<file path="config.mk">
export PLATFORM = sky130hd
export DESIGN_NAME = vend_fsm_change_flat
export DESIGN_NICKNAME = d
export VERILOG_FILES = /design/src/rtl/vend_fsm_change_if.sv /design/src/rtl/vend_fsm_change.sv /design/src/flat_wrapper.sv
export SDC_FILE = /design/constraint.sdc
export NUM_CORES = 1
export LEC_CHECK = 0
export CORE_UTILIZATION = 40
export DETAILED_ROUTE_END_ITERATION = 8
export GPL_TIMING_DRIVEN = 1
export PLACE_DENSITY_LB_ADDON = 0.2
export SLEW_MARGIN = 10
export SYNTH_ARGS = -nofsm -noshare
export SYNTH_HDL_FRONTEND = slang
export SYNTH_SLANG_ARGS = --single-unit
</file>
<file path="constraint.sdc">
create_clock -name clk -period 9 [get_ports clk]
set_input_delay 1.8 -clock clk [delete_from_list [all_inputs] [get_ports clk]]
set_output_delay 1.8 -clock clk [all_outputs]
set_load 0.1 [all_outputs]
</file>
<file path="src/rtl/vend_fsm_change_if.sv">
// ---------------------------------------------------------------------------
// vend_fsm_change_if
// Bundles the coin-acceptor request side and the dispenser / change-hopper
// response side of the vending controller.
//   coin_valid, coin_sel, cancel     : driven by the coin-acceptor front end
//   dispense, change_pulse,
//   coin_reject, credit, busy        : driven by the vending controller
//   vend_count, refund_count         : statistics, present only when
//                                      VEND_STATS_EN is defined
// Modports: master = front end / test driver, slave = vending controller.
// ---------------------------------------------------------------------------
interface vend_fsm_change_if #(
    parameter int CREDIT_W = 8
);
    logic                coin_valid;
    logic [1:0]          coin_sel;
    logic                cancel;
    logic                dispense;
    logic                change_pulse;
    logic                coin_reject;
    logic [CREDIT_W-1:0] credit;
    logic                busy;
`ifdef VEND_STATS_EN
    logic [15:0]         vend_count;
    logic [15:0]         refund_count;
`endif

    modport master (
        output coin_valid, coin_sel, cancel,
        input  dispense, change_pulse, coin_reject, credit, busy
`ifdef VEND_STATS_EN
        , input vend_count, refund_count
`endif
    );

    modport slave (
        input  coin_valid, coin_sel, cancel,
        output dispense, change_pulse, coin_reject, credit, busy
`ifdef VEND_STATS_EN
        , output vend_count, refund_count
`endif
    );
endinterface

</file>
<file path="src/rtl/vend_fsm_change.sv">
// ---------------------------------------------------------------------------
// vend_fsm_change
// Vending controller accepting nickels, dimes and quarters. Credit builds up
// to MAX_CREDIT; once it reaches PRICE the item is dispensed and any excess
// is returned as back-to-back CHANGE_UNIT change pulses. A cancel while
// collecting refunds the whole credit through the same change path.
//
// Ports:
//   clk   : clock, all state on the rising edge
//   rst   : synchronous, active-high reset
//   bus   : vend_fsm_change_if.slave
//             coin_valid / coin_sel (00=5c 01=10c 10=25c 11=invalid) / cancel
//             dispense, change_pulse, coin_reject, credit, busy (registered)
//
// Optional feature (macro VEND_STATS_EN): saturating 16-bit vend_count and
// refund_count outputs on the interface. Without the macro they do not exist.
//
// Parameter constraints: PRICE > 0 and a multiple of CHANGE_UNIT,
// PRICE <= MAX_CREDIT < 2**CREDIT_W.
// ---------------------------------------------------------------------------
module vend_fsm_change #(
    parameter int PRICE       = 15,
    parameter int MAX_CREDIT  = 95,
    parameter int CREDIT_W    = 8,
    parameter int CHANGE_UNIT = 5
) (
    input  logic clk,
    input  logic rst,
    vend_fsm_change_if.slave bus
);

    localparam logic [1:0] S_IDLE    = 2'd0;
    localparam logic [1:0] S_COLLECT = 2'd1;
    localparam logic [1:0] S_VEND    = 2'd2;
    localparam logic [1:0] S_CHANGE  = 2'd3;

    // One extra bit so credit + coin can exceed MAX_CREDIT without wrapping.
    localparam int SUM_W = CREDIT_W + 1;

    localparam logic [SUM_W-1:0]    MAX_W   = SUM_W'(MAX_CREDIT);
    localparam logic [SUM_W-1:0]    PRICE_W = SUM_W'(PRICE);
    localparam logic [CREDIT_W-1:0] PRICE_C = CREDIT_W'(PRICE);
    localparam logic [CREDIT_W-1:0] UNIT_C  = CREDIT_W'(CHANGE_UNIT);

    logic [1:0]          state_q,  state_d;
    logic [CREDIT_W-1:0] credit_q, credit_d;
    logic                reject_d;
    logic [SUM_W-1:0]    coin_value;
    logic [SUM_W-1:0]    sum;
    logic                coin_ok;

    always_comb begin
        case (bus.coin_sel)
            2'b00:   coin_value = SUM_W'(5);
            2'b01:   coin_value = SUM_W'(10);
            2'b10:   coin_value = SUM_W'(25);
            default: coin_value = '0;
        endcase
    end

    assign sum     = {1'b0, credit_q} + coin_value;
    assign coin_ok = (bus.coin_sel != 2'b11) && (sum <= MAX_W);

    // NOTE: every signal written here gets a default first, so no path
    // through the case leaves a value unassigned and no latch is inferred.
    always_comb begin
        state_d  = state_q;
        credit_d = credit_q;
        reject_d = 1'b0;

        case (state_q)
            S_IDLE, S_COLLECT: begin
                if (state_q == S_COLLECT && bus.cancel) begin
                    // Cancel beats a simultaneous coin; credit drains via CHANGE.
                    state_d  = S_CHANGE;
                    reject_d = bus.coin_valid;
                end else if (bus.coin_valid) begin
                    if (coin_ok) begin
                        credit_d = sum[CREDIT_W-1:0];
                        state_d  = (sum >= PRICE_W) ? S_VEND : S_COLLECT;
                    end else begin
                        reject_d = 1'b1;
                    end
                end
            end

            S_VEND: begin
                credit_d = credit_q - PRICE_C;
                state_d  = (credit_q == PRICE_C) ? S_IDLE : S_CHANGE;
                reject_d = bus.coin_valid;
            end

            default: begin // S_CHANGE
                // Credit is always a multiple of CHANGE_UNIT here; the <=
                // guard only keeps a corrupted value from underflowing.
                if (credit_q <= UNIT_C) begin
                    credit_d = '0;
                    state_d  = S_IDLE;
                end else begin
                    credit_d = credit_q - UNIT_C;
                end
                reject_d = bus.coin_valid;
            end
        endcase
    end

    // Outputs are registered decodes of the next state, so each one is high
    // during exactly the cycle the FSM spends in the matching state.
    // NOTE: sequential state uses non-blocking assignments so every register
    // samples pre-edge values regardless of statement order.
    always_ff @(posedge clk) begin
        if (rst) begin
            state_q          <= S_IDLE;
            credit_q         <= '0;
            bus.dispense     <= 1'b0;
            bus.change_pulse <= 1'b0;
            bus.coin_reject  <= 1'b0;
            bus.busy         <= 1'b0;
        end else begin
            state_q          <= state_d;
            credit_q         <= credit_d;
            bus.dispense     <= (state_d == S_VEND);
            bus.change_pulse <= (state_d == S_CHANGE);
            bus.coin_reject  <= reject_d;
            bus.busy         <= (state_d == S_VEND) || (state_d == S_CHANGE);
        end
    end

    assign bus.credit = credit_q;

`ifdef VEND_STATS_EN
    logic accepted_cancel;
    assign accepted_cancel = (state_q == S_COLLECT) && bus.cancel;

    always_ff @(posedge clk) begin
        if (rst) begin
            bus.vend_count   <= '0;
            bus.refund_count <= '0;
        end else begin
            if (state_q == S_VEND && bus.vend_count != 16'hFFFF)
                bus.vend_count <= bus.vend_count + 16'd1;
            if (accepted_cancel && bus.refund_count != 16'hFFFF)
                bus.refund_count <= bus.refund_count + 16'd1;
        end
    end
`endif

endmodule

</file>
<file path="src/flat_wrapper.sv">
// flat-port wrapper written by rule: the top's interface ports become plain ports
module vend_fsm_change_flat 
#(
    parameter int PRICE       = 15,
    parameter int MAX_CREDIT  = 95,
    parameter int CREDIT_W    = 8,
    parameter int CHANGE_UNIT = 5
)
  (clk, rst, bus_coin_valid, bus_coin_sel, bus_cancel, bus_dispense, bus_change_pulse, bus_coin_reject, bus_credit, bus_busy);
  vend_fsm_change_if #(.CREDIT_W(CREDIT_W)) bus_i ();
  input  logic clk;
  input  logic rst;
  input wire logic [$bits(bus_i.coin_valid)-1:0] bus_coin_valid;
  input wire logic [$bits(bus_i.coin_sel)-1:0] bus_coin_sel;
  input wire logic [$bits(bus_i.cancel)-1:0] bus_cancel;
  output wire logic [$bits(bus_i.dispense)-1:0] bus_dispense;
  output wire logic [$bits(bus_i.change_pulse)-1:0] bus_change_pulse;
  output wire logic [$bits(bus_i.coin_reject)-1:0] bus_coin_reject;
  output wire logic [$bits(bus_i.credit)-1:0] bus_credit;
  output wire logic [$bits(bus_i.busy)-1:0] bus_busy;
  assign bus_i.coin_valid = bus_coin_valid;
  assign bus_i.coin_sel = bus_coin_sel;
  assign bus_i.cancel = bus_cancel;
  assign bus_dispense = bus_i.dispense;
  assign bus_change_pulse = bus_i.change_pulse;
  assign bus_coin_reject = bus_i.coin_reject;
  assign bus_credit = bus_i.credit;
  assign bus_busy = bus_i.busy;
  vend_fsm_change #(.PRICE(PRICE), .MAX_CREDIT(MAX_CREDIT), .CREDIT_W(CREDIT_W), .CHANGE_UNIT(CHANGE_UNIT)) u_core (.clk(clk), .rst(rst), .bus(bus_i));
endmodule
</file>
== Word level (Yosys, flattened, before mapping) ==
Index checks and enable logic that the tools add are counted.

* Add/sub/neg operators: 3
* $lt $le $gt $ge: 3
* Eq/ne operators: 11
* Mux-type cells: 17
* Reductions and logical operators: 7

{| class="wikitable"
|+ Operator list
! cell !! count
|-
| two-way mux 8 bit || 4
|-
| one-hot mux 8 bit (2 select lines) || 1
|-
| one-hot mux 5 bit (3 select lines) || 1
|-
| two-way mux 2 bit || 6
|-
| adder 8 x 5 -> 9 bit || 1
|-
| >= comparator 9 x 4 -> 1 bit, second input constant || 1
|-
| less-or-equal comparator 9 x 7 -> 1 bit, second input constant || 1
|-
| equality test 2 bit, second input constant || 4
|-
| equality test 8 x 4 -> 1 bit, second input constant || 1
|-
| less-or-equal comparator 8 x 3 -> 1 bit, second input constant || 1
|-
| subtractor 8 x 3 -> 8 bit, second input constant || 1
|-
| subtractor 8 x 4 -> 8 bit, second input constant || 1
|-
| != test 2 bit, second input constant || 3
|-
| equality test 2 x 1 -> 1 bit, second input constant || 2
|-
| logical NOT 2 bit || 2
|-
| two-way mux 1 bit || 4
|-
| one-hot mux 2 bit (2 select lines) || 1
|-
| AND reduction 3 bit || 1
|-
| logical AND 1 bit || 2
|-
| != test 2 x 1 -> 1 bit, second input constant || 1
|-
| OR reduction 2 bit || 1
|-
| logical OR 1 bit || 1
|}

* Register bits after elaboration: 14
* Bits of input ports: 6
* Output and inout bits: 12

== Logic depth before layout (Yosys ltp) ==
* Depth after elaboration: 11
* Depth in mapped cells: 10
* Mapped depth without buffers: 10

== Worst setup path after synthesis ==
No wires, ideal clock.

* Kind: in2reg
* From: input bus_coin_sel[0]
* To: register u_core.credit_q[0], in the netlist u_core.bus.credit[0]
* Arrival: 4.056 ns
* Required time: 8.879 ns
* Path slack: 4.823 ns
* Stages: 9
* Buffers on the path: 0
* Path through: inv_1 -> ha_1 -> ha_1 -> o21ai_1 -> or2_1 -> or4_4 -> a32oi_4 -> a21oi_4 -> mux2_4

* Cells in the longest elaborated chain, start to end: 7

{| class="wikitable"
|+ RTL lines
! item !! RTL line !! RTL
|-
| start: declaration || flat_wrapper.sv:14 || <nowiki>input wire logic [$bits(bus_i.coin_sel)-1:0] bus_coin_sel;</nowiki>
|-
| equality test 2 bit, or another cell as far along || vend_fsm_change.sv:53 || <nowiki>case (bus.coin_sel)</nowiki>
|-
| one-hot mux 5 bit (3 select lines) || vend_fsm_change.sv:53 ||
|-
| adder 8 x 5 -> 9 bit || vend_fsm_change.sv:61 || <nowiki>assign sum = {1'b0, credit_q} + coin_value;</nowiki>
|-
| less-or-equal comparator 9 x 7 -> 1 bit or two-way mux 8 bit (tied branches) || vend_fsm_change.sv:62, vend_fsm_change.sv:78 ||
|-
| logical AND 1 bit or two-way mux 8 bit (tied branches) || vend_fsm_change.sv:62, vend_fsm_change.sv:77 ||
|-
| != test 2 x 1 -> 1 bit (no line) or two-way mux 8 bit (tied branches) || n/a ||
|-
| AND reduction 3 bit (no line) or one-hot mux 8 bit (2 select lines) (tied branches) || n/a ||
|-
| end signal: assignment || vend_fsm_change.sv:121 || <nowiki>credit_q <= credit_d;</nowiki>
|-
| end: declaration || vend_fsm_change.sv:46 || <nowiki>logic [CREDIT_W-1:0] credit_q, credit_d;</nowiki>
|}

Several ways; a longest one is shown, not always the timed one. The select of a mux whose other input is x is not followed.
A chain may end at the register's enable or synchronous reset.

== Worst setup path in the final report ==
* From: input bus_coin_sel[0]
* To: register u_core.state_q[0]

* Cells in the longest elaborated chain, start to end: 9

{| class="wikitable"
|+ RTL lines
! item !! RTL line !! RTL
|-
| equality test 2 bit, or another cell as far along || vend_fsm_change.sv:53 ||
|-
| one-hot mux 5 bit (3 select lines) || vend_fsm_change.sv:53 ||
|-
| adder 8 x 5 -> 9 bit || vend_fsm_change.sv:61 ||
|-
| >= comparator 9 x 4 -> 1 bit or less-or-equal comparator 9 x 7 -> 1 bit (tied branches) || vend_fsm_change.sv:80, vend_fsm_change.sv:62 ||
|-
| two-way mux 2 bit or logical AND 1 bit (tied branches) || vend_fsm_change.sv:80, vend_fsm_change.sv:62 ||
|-
| two-way mux 2 bit (*) || vend_fsm_change.sv:78 || <nowiki>if (coin_ok) begin</nowiki>
|-
| two-way mux 2 bit (*) || vend_fsm_change.sv:77 || <nowiki>end else if (bus.coin_valid) begin</nowiki>
|-
| two-way mux 2 bit (*) || vend_fsm_change.sv:73 || <nowiki>if (state_q == S_COLLECT && bus.cancel) begin</nowiki>
|-
| one-hot mux 2 bit (2 select lines) (*) || vend_fsm_change.sv:71 || <nowiki>case (state_q)</nowiki>
|-
| end signal: assignment || vend_fsm_change.sv:120 || <nowiki>state_q <= state_d;</nowiki>
|-
| end: declaration || vend_fsm_change.sv:45 || <nowiki>logic [1:0] state_q, state_d;</nowiki>
|}

Mark *: on every way between the ends. The rest lies on a longest branch, timed or not.

==> impl_metrics.env <==
export IMPL_outcome="finished clean"
export IMPL_htree_levels=1
export IMPL_max_slew_worst_pin_slew_ps=971.9
export IMPL_finalWeightedCongestion=0.9121
export IMPL_area_growth_syn_to_layout_pct=17.01
export IMPL_max_cap_violations=0
export IMPL_yosys_area_top_type="sky130_fd_sc_hd__dfxtp_1"
export IMPL_leakage_power_nw=0.6608
export IMPL_timing_critical_path_slowest_cell_delay_ps=540
export IMPL_setup_tns_final_ps=0
export IMPL_internal_reg_to_reg_setup_slack_ps=6010
export IMPL_floorplan_initialDensity=0.4325
export IMPL_cts_hold_repair_buffers=0
export IMPL_timing_hold_worst_start="u_core.bus.credit[1]$_SDFFE_PP0P_"
export IMPL_p_total_uw=703.2
export IMPL_synth_top_cells_by_count="19 x sky130_fd_sc_hd__nor2_1, 14 x sky130_fd_sc_hd__dfxtp_1, 12 x sky130_fd_sc_hd__a21oi_1, 12 x sky130_fd_sc_hd__ha_1, 12 x sky130_fd_sc_hd__inv_1"
export IMPL_die_area_um2=3999
export IMPL_first_pass_grt_wire_length_um=7320
export IMPL_finalCriticalPeriod_ps=4683
export IMPL_critPathMaxFanout=7
export IMPL_ff2ff_path_depth=9
export IMPL_crit_path_start_kind="primary input"
export IMPL_io_buffers=17
export IMPL_detail_route_drc_violations=0
export IMPL_clk_pin_slew_ps=60
export IMPL_async_sr_flop_fraction=0
export IMPL_critPathArrivalTime_ps=4820
export IMPL_avgViaCountPerCell=6.194
export IMPL_dr_total_vias=1567
export IMPL_drt_wl_total_um=4482
export IMPL_synth_net_count=212
export IMPL_share_of_post_route_cells_with_drive_strength_above_1=0.08696
export IMPL_timing_critical_path_mode_cell="sky130_fd_sc_hd__ha_1"
export IMPL_portion_of_the_clock_cycle_consumed_by_the_worst_path_in_the_final_layout=0.5203
export IMPL_max_clock_path_buffers=2
export IMPL_critical_path_top_delay_family="simple AND/OR/NAND/NOR gates"
export IMPL_post_cts_setup_buffer_count=0
export IMPL_required_ps=9140
export IMPL_antenna_violations_before_repair=0
export IMPL_drt_initial_drc_count=131
export IMPL_synth_most_common_cell="sky130_fd_sc_hd__nor2_1"
export IMPL_timing_critical_path_slowest_stage_cell="sky130_fd_sc_hd__or4_4"
export IMPL_critical_path_reg2reg_endpoint="u_core.bus.dispense$_SDFF_PP0_"
export IMPL_worst_setup_path_end_kind="flip-flop"
export IMPL_drt_wirelength_per_cell_um=17.72
export IMPL_netlist_area_leader_share=0.1868
export IMPL_grt_usage=0.2377
export IMPL_grt_pass1_vias=1456
export IMPL_maxClockFrequency_mhz=213.6
export IMPL_timing_hold_ws_ps=627.7
export IMPL_layout_cell_area_non_filler_um2=1755
export IMPL_power_ir_vdd_worst_mv=0.2083
export IMPL_netlist_area_um2=1500
export IMPL_num_io_pins=18
export IMPL_min_delay_path_depth=2
export IMPL_clock_sink_count=14
export IMPL_cts_tree="done"
export IMPL_iteration_count_of_the_initial_detailed_routing_pass=4
export IMPL_post_cts_resize_count=0
export IMPL_cp_buffers_inverters=2
export IMPL_ant_nets=0
export IMPL_cts_inserted_buffers=3
export IMPL_chipWidth_um=63.24
export IMPL_worst_path_stages=10
export IMPL_number_of_nets_in_the_layout=227
export IMPL_ys_seq_area_frac=0.1868
export IMPL_synth_cell_types=62
export IMPL_slew_violations=0
export IMPL_cp_cell_sequence="clkdlybuf4s50_1 > inv_1 > ha_1 > ha_1 > o21ai_1 > or2_1 > or4_4 > a32oi_4 > a2111oi_1 > or3_1"
export IMPL_synthTopCellsByArea="sky130_fd_sc_hd__dfxtp_1 19%, sky130_fd_sc_hd__ha_1 10%, sky130_fd_sc_hd__nor2_1 4.8%"
export IMPL_grt_start_max_net_pins=26
export IMPL_postPlaceCellArea_um2=1700
export IMPL_n_antenna_cell=0
export IMPL_yosysWarnings=0
export IMPL_timing_rr_start="u_core.bus.credit[0]$_SDFFE_PP0P_"
export IMPL_place_detailed_hpwl_um=3402
export IMPL_flop_and_latch_count_out_of_synthesis=14
export IMPL_setup_viol=0
export IMPL_power_per_cell_area_nw_per_um2=400.6
export IMPL_hold_viol=0
export IMPL_rsz0062_at_grt="false"
export IMPL_cts_root_buffer_cell="sky130_fd_sc_hd__clkbuf_8"
export IMPL_grt_ovfl_total=0
export IMPL_hold_end="u_core.bus.credit[1]$_SDFFE_PP0P_"
export IMPL_path_class_of_the_lowest_slack_min_delay_path="reg2reg"
export IMPL_worst_clock_skew_ps=2.212
export IMPL_synthFlopType="sky130_fd_sc_hd__dfxtp_1"
export IMPL_timing_max_slew_rel_slack=0.3500
export IMPL_synth_edf_count=0
export IMPL_critPathKind="in2reg"
export IMPL_core_region_area_um2=3468
export IMPL_rows=21
export IMPL_netlist_instances=193
export IMPL_post_synthesis_average_cell_area_um2=7.773
export IMPL_clock_latency_ps=250
export IMPL_die_height_um=63.24
[sequential cells by signal (all words and copies together) (netlist names)]
name,flops
u_core.bus.change_pulse,1
u_core.bus.dispense,1
u_core.state_q,2
u_core.bus.coin_reject,1
u_core.bus.credit,8
u_core.bus.busy,1
[logic make-up (layout without fill, tap and decap cells)]
family,after synthesis,count (layout),share of synthesized area
xor gates and xnor gates,4,4,0.02336
DFF,14,14,0.1868
adders and majority gates,13,13,0.1134
muxes,2,2,0.01668
buffers and inverters,22,36,0.05837
and+or+nand+nor,65,65,0.2285
AOI/OAI and AO/OA,73,73,0.3728
[metal layers]
metal | up-vias | wire length [µm] | track usage
li1 | 763 | - | -
met3 | 4 | 202 | 0.02355
met5 | - | 0 | 0
met2 | 55 | 2183 | 0.4099
met1 | 745 | 2025 | 0.2998
met4 | 0 | 71 | 0.09659
[where the power goes]
part	leakage (nW)	switching [mW]	internal, mW	total, mW
clock	0.0288	0.0246	0.0388	0.0634
combinational	0.517	0.349	0.158	0.507
sequential	0.115	0.0462	0.0863	0.132
total	0.661	0.420	0.283	0.703
[layout by cell type, fill, tap and decap left out, types with 3 or more instances in the layout]
master | synthesis | layout
sky130_fd_sc_hd__o21ai_0 | 10 | 10
sky130_fd_sc_hd__ha_1 | 12 | 12
sky130_fd_sc_hd__a21o_1 | 4 | 4
sky130_fd_sc_hd__a211oi_1 | 3 | 3
sky130_fd_sc_hd__a31oi_1 | 5 | 5
sky130_fd_sc_hd__xnor2_1 | 3 | 3
sky130_fd_sc_hd__nand2_1 | 11 | 11
sky130_fd_sc_hd__clkbuf_8 | 0 | 4
sky130_fd_sc_hd__or3_1 | 3 | 3
sky130_fd_sc_hd__nand3_1 | 8 | 8
sky130_fd_sc_hd__nor2_1 | 19 | 19
sky130_fd_sc_hd__dfxtp_1 | 14 | 14
sky130_fd_sc_hd__clkdlybuf4s50_1 | 0 | 17
sky130_fd_sc_hd__inv_1 | 12 | 12
sky130_fd_sc_hd__nand2b_1 | 4 | 4
sky130_fd_sc_hd__o21a_1 | 4 | 4
sky130_fd_sc_hd__o211ai_1 | 3 | 3
sky130_fd_sc_hd__o32ai_1 | 5 | 5
sky130_fd_sc_hd__a211o_1 | 3 | 3
sky130_fd_sc_hd__a21oi_1 | 12 | 12
[cell type report]
class | count | area [µm²]
fill | 360 | 1713
inverter | 14 | 52.55
clock buffer | 4 | 55.05
tap | 46 | 57.56
timing repair buffer | 18 | 177.7
multi-input combinational | 157 | 1132
sequential | 14 | 280.3
[tightest hold or removal path: cells and delay by family, from the launching register on]
family / cells / cell delay (ps)
muxes: 1 / 70
and+or+nand+nor: 1 / 110
DFF: 1 / 400
[how the worst max path moves through the flow]
stage,start,end,slack (ps)
after floorplan,bus_coin_sel[0],u_core.bus.credit[0]$_SDFFE_PP0P_,4820
after global placement,bus_coin_sel[0],u_core.bus.credit[0]$_SDFFE_PP0P_,4180
after detailed placement,bus_coin_sel[0],u_core.state_q[0]$_SDFF_PP0_,4080
after CTS,bus_coin_sel[0],u_core.state_q[0]$_SDFF_PP0_,4340
after global routing,bus_coin_sel[0],u_core.state_q[0]$_SDFF_PP0_,4180
final,bus_coin_sel[0],u_core.state_q[0]$_SDFF_PP0_,4320
[metrics by stage]
| stage | setup WS [ps] | std cells | util |
|---|---|---|---|
| after global placement | 4175 | 249 | 0.4903 |
| after global routing | 4179 | 253 | 0.5061 |
| after CTS | 4338 | 253 | 0.5061 |
| final | 4317 | 253 | 0.5061 |
| after detailed placement | 4082 | 249 | 0.4903 |
| after floorplan | 4823 | 193 | - |
Note: power is estimated with default switching activity, not from simulation.
==> RTL change (config.mk and constraints unchanged) <==
`CREDIT_W` is set to 8 in 3 places; all go to 12.
--- a/src/rtl/vend_fsm_change_if.sv
+++ b/src/rtl/vend_fsm_change_if.sv
@@ -11,5 +11,5 @@
 // ---------------------------------------------------------------------------
 interface vend_fsm_change_if #(
-    parameter int CREDIT_W = 8
+    parameter int CREDIT_W = 12
 );
     logic                coin_valid;
--- a/src/rtl/vend_fsm_change.sv
+++ b/src/rtl/vend_fsm_change.sv
@@ -22,5 +22,5 @@
     parameter int PRICE       = 15,
     parameter int MAX_CREDIT  = 95,
-    parameter int CREDIT_W    = 8,
+    parameter int CREDIT_W    = 12,
     parameter int CHANGE_UNIT = 5
 ) (
--- a/src/flat_wrapper.sv
+++ b/src/flat_wrapper.sv
@@ -4,5 +4,5 @@
     parameter int PRICE       = 15,
     parameter int MAX_CREDIT  = 95,
-    parameter int CREDIT_W    = 8,
+    parameter int CREDIT_W    = 12,
     parameter int CHANGE_UNIT = 5
 )
Ports: changed (resized bus_credit); port bits go from 18 to 22. The function was not compared with the original's and may differ.
==> RTL change against the original RTL <==
Sequential cell count up 4; clock skew up 0.00059 ns; synthesized cell count up 8.8%; setup slack worse by 0.30 ns; global-route usage down 0.37 points; wire length up 1.0%; critical endpoint is now u_core.bus.dispense; design area up 11%; power up 12%; critical path type unchanged; sequential power up 29%; clock power up 6.3%; synthesized area up 11%.
==> RTL change: results (changes against the original RTL) <==
* First-pass GRT wire length at 7886 µm (+7.7%)
* Min Hold Slack at 0.5728 ns (-0.05494 ns)
* M2 GR Usage at 36.99% (-4.0 points)
* Hold Path Origin: u_core.state_q[0]
* Clock skew at 0.002801 ns (+0.0005896 ns)
* Pre-CTS WS at 3.760 ns (-0.3217 ns)
* Synth cell types at 61 (-1.6%)
* Number of flip-flops under the largest register name at 12 (+4)
* Min-Delay Endpoint: u_core.bus.coin_reject
* Sequential cell area share at 18.53% (+2.6 points)
* Placed cell count at 270 (+8.4%)
* Routed vias at 1715 (+9.4%)
* GRT Resource Usage Total at 23.39% (-0.37 points)
* Synth Area in Compound Gates at 31.80% (-5.5 points)
* Vias per Instance at 6.259 (+1.1%)
* Layout area overhead at 16.84%
* Seq/Total Area, Yosys at 21.65% (+3.0 points)
* IO buf count at 21 (+4)
* GR Util met3 at 2.397% (+0.042 points)
* Detailed placement HPWL at 3398 µm (-0.11%)
* Synth top cells by count: nor2_1 (20), a21oi_1 (19), dfxtp_1 (18)
* CP max FO at 6 (-1)
* Clock buffers and inverters, area share at 2.831% (-0.30 points)
* Non-clock buffers at 21 (+3)
* Worst Reg2Reg Path Length in Cells at 10 (+1)
* Fraction of area in multi-input gates at 62.29% (-2.2 points)
* M1 GR Usage at 32.44% (+2.5 points)
* Logic power comb at 0.552 mW (+8.9%)
* Pin count of the biggest net entering global routing at 22 (-15%)
* Tightest Pin Transition at 0.9675 ns (-0.004417 ns)
* GP Congestion at 0.8955 (-1.8%)
* Outcome: complete, no violations
* Syn nets at 229 (+8.0%)
* Clk. pwr at 0.0674 mW (+6.3%)
* Top post-synthesis cells by area: dfxtp_1 (22%), ha_1 (9.0%), a21oi_1 (5.7%), nor2_1 (4.5%), inv_1 (2.7%)
* Syn_area_per_cell at 7.924 µm² (+1.9%)
* Synth Area in XOR/XNOR at 4.737% (+2.4 points)
* Slowest stage cell, crit path: clkdlybuf4s50_1
* Multi-input gates at 169 (+7.6%)
* Final nets at 244 (+7.5%)
* Reg-to-reg slack, setup at 5.70 ns (-0.31 ns)
* Clk pwr share at 8.5% (-0.5 points)
-- RTL change: how the worst max path moves through the flow --
stage                         start             endpoint  slack, ns  cells after the start
finish              bus_coin_sel[0]  u_core.bus.dispense       4.02                     12
global route        bus_coin_sel[0]  u_core.bus.dispense       3.81                     12
CTS                 bus_coin_sel[0]  u_core.bus.dispense       4.03                     12
detailed placement  bus_coin_sel[0]  u_core.bus.dispense       3.76                     12
global placement    bus_coin_sel[1]  u_core.bus.dispense       3.75                     12
floorplan           bus_coin_sel[0]  u_core.bus.dispense       4.62                     11
-- RTL change: worst register-to-register path, cell delays in order (launching register included) --
cell      delay, ns
dfxtp_1        0.41
ha_1           0.30
fa_1           0.45
a21oi_1        0.26
o22ai_2        0.19
and4_1         0.23
a211oi_1       0.28
and4bb_4       0.34
nand2_1        0.08
or4_1          0.48
and4_1         0.19
-- RTL change: metal layers --
metal  vias to the layer above  routed length (µm)
met2                        52                2060
met3                        11                 247
met4                         0                  95
met1                       825                2125
met5                         -                   0
li1                        827                   -
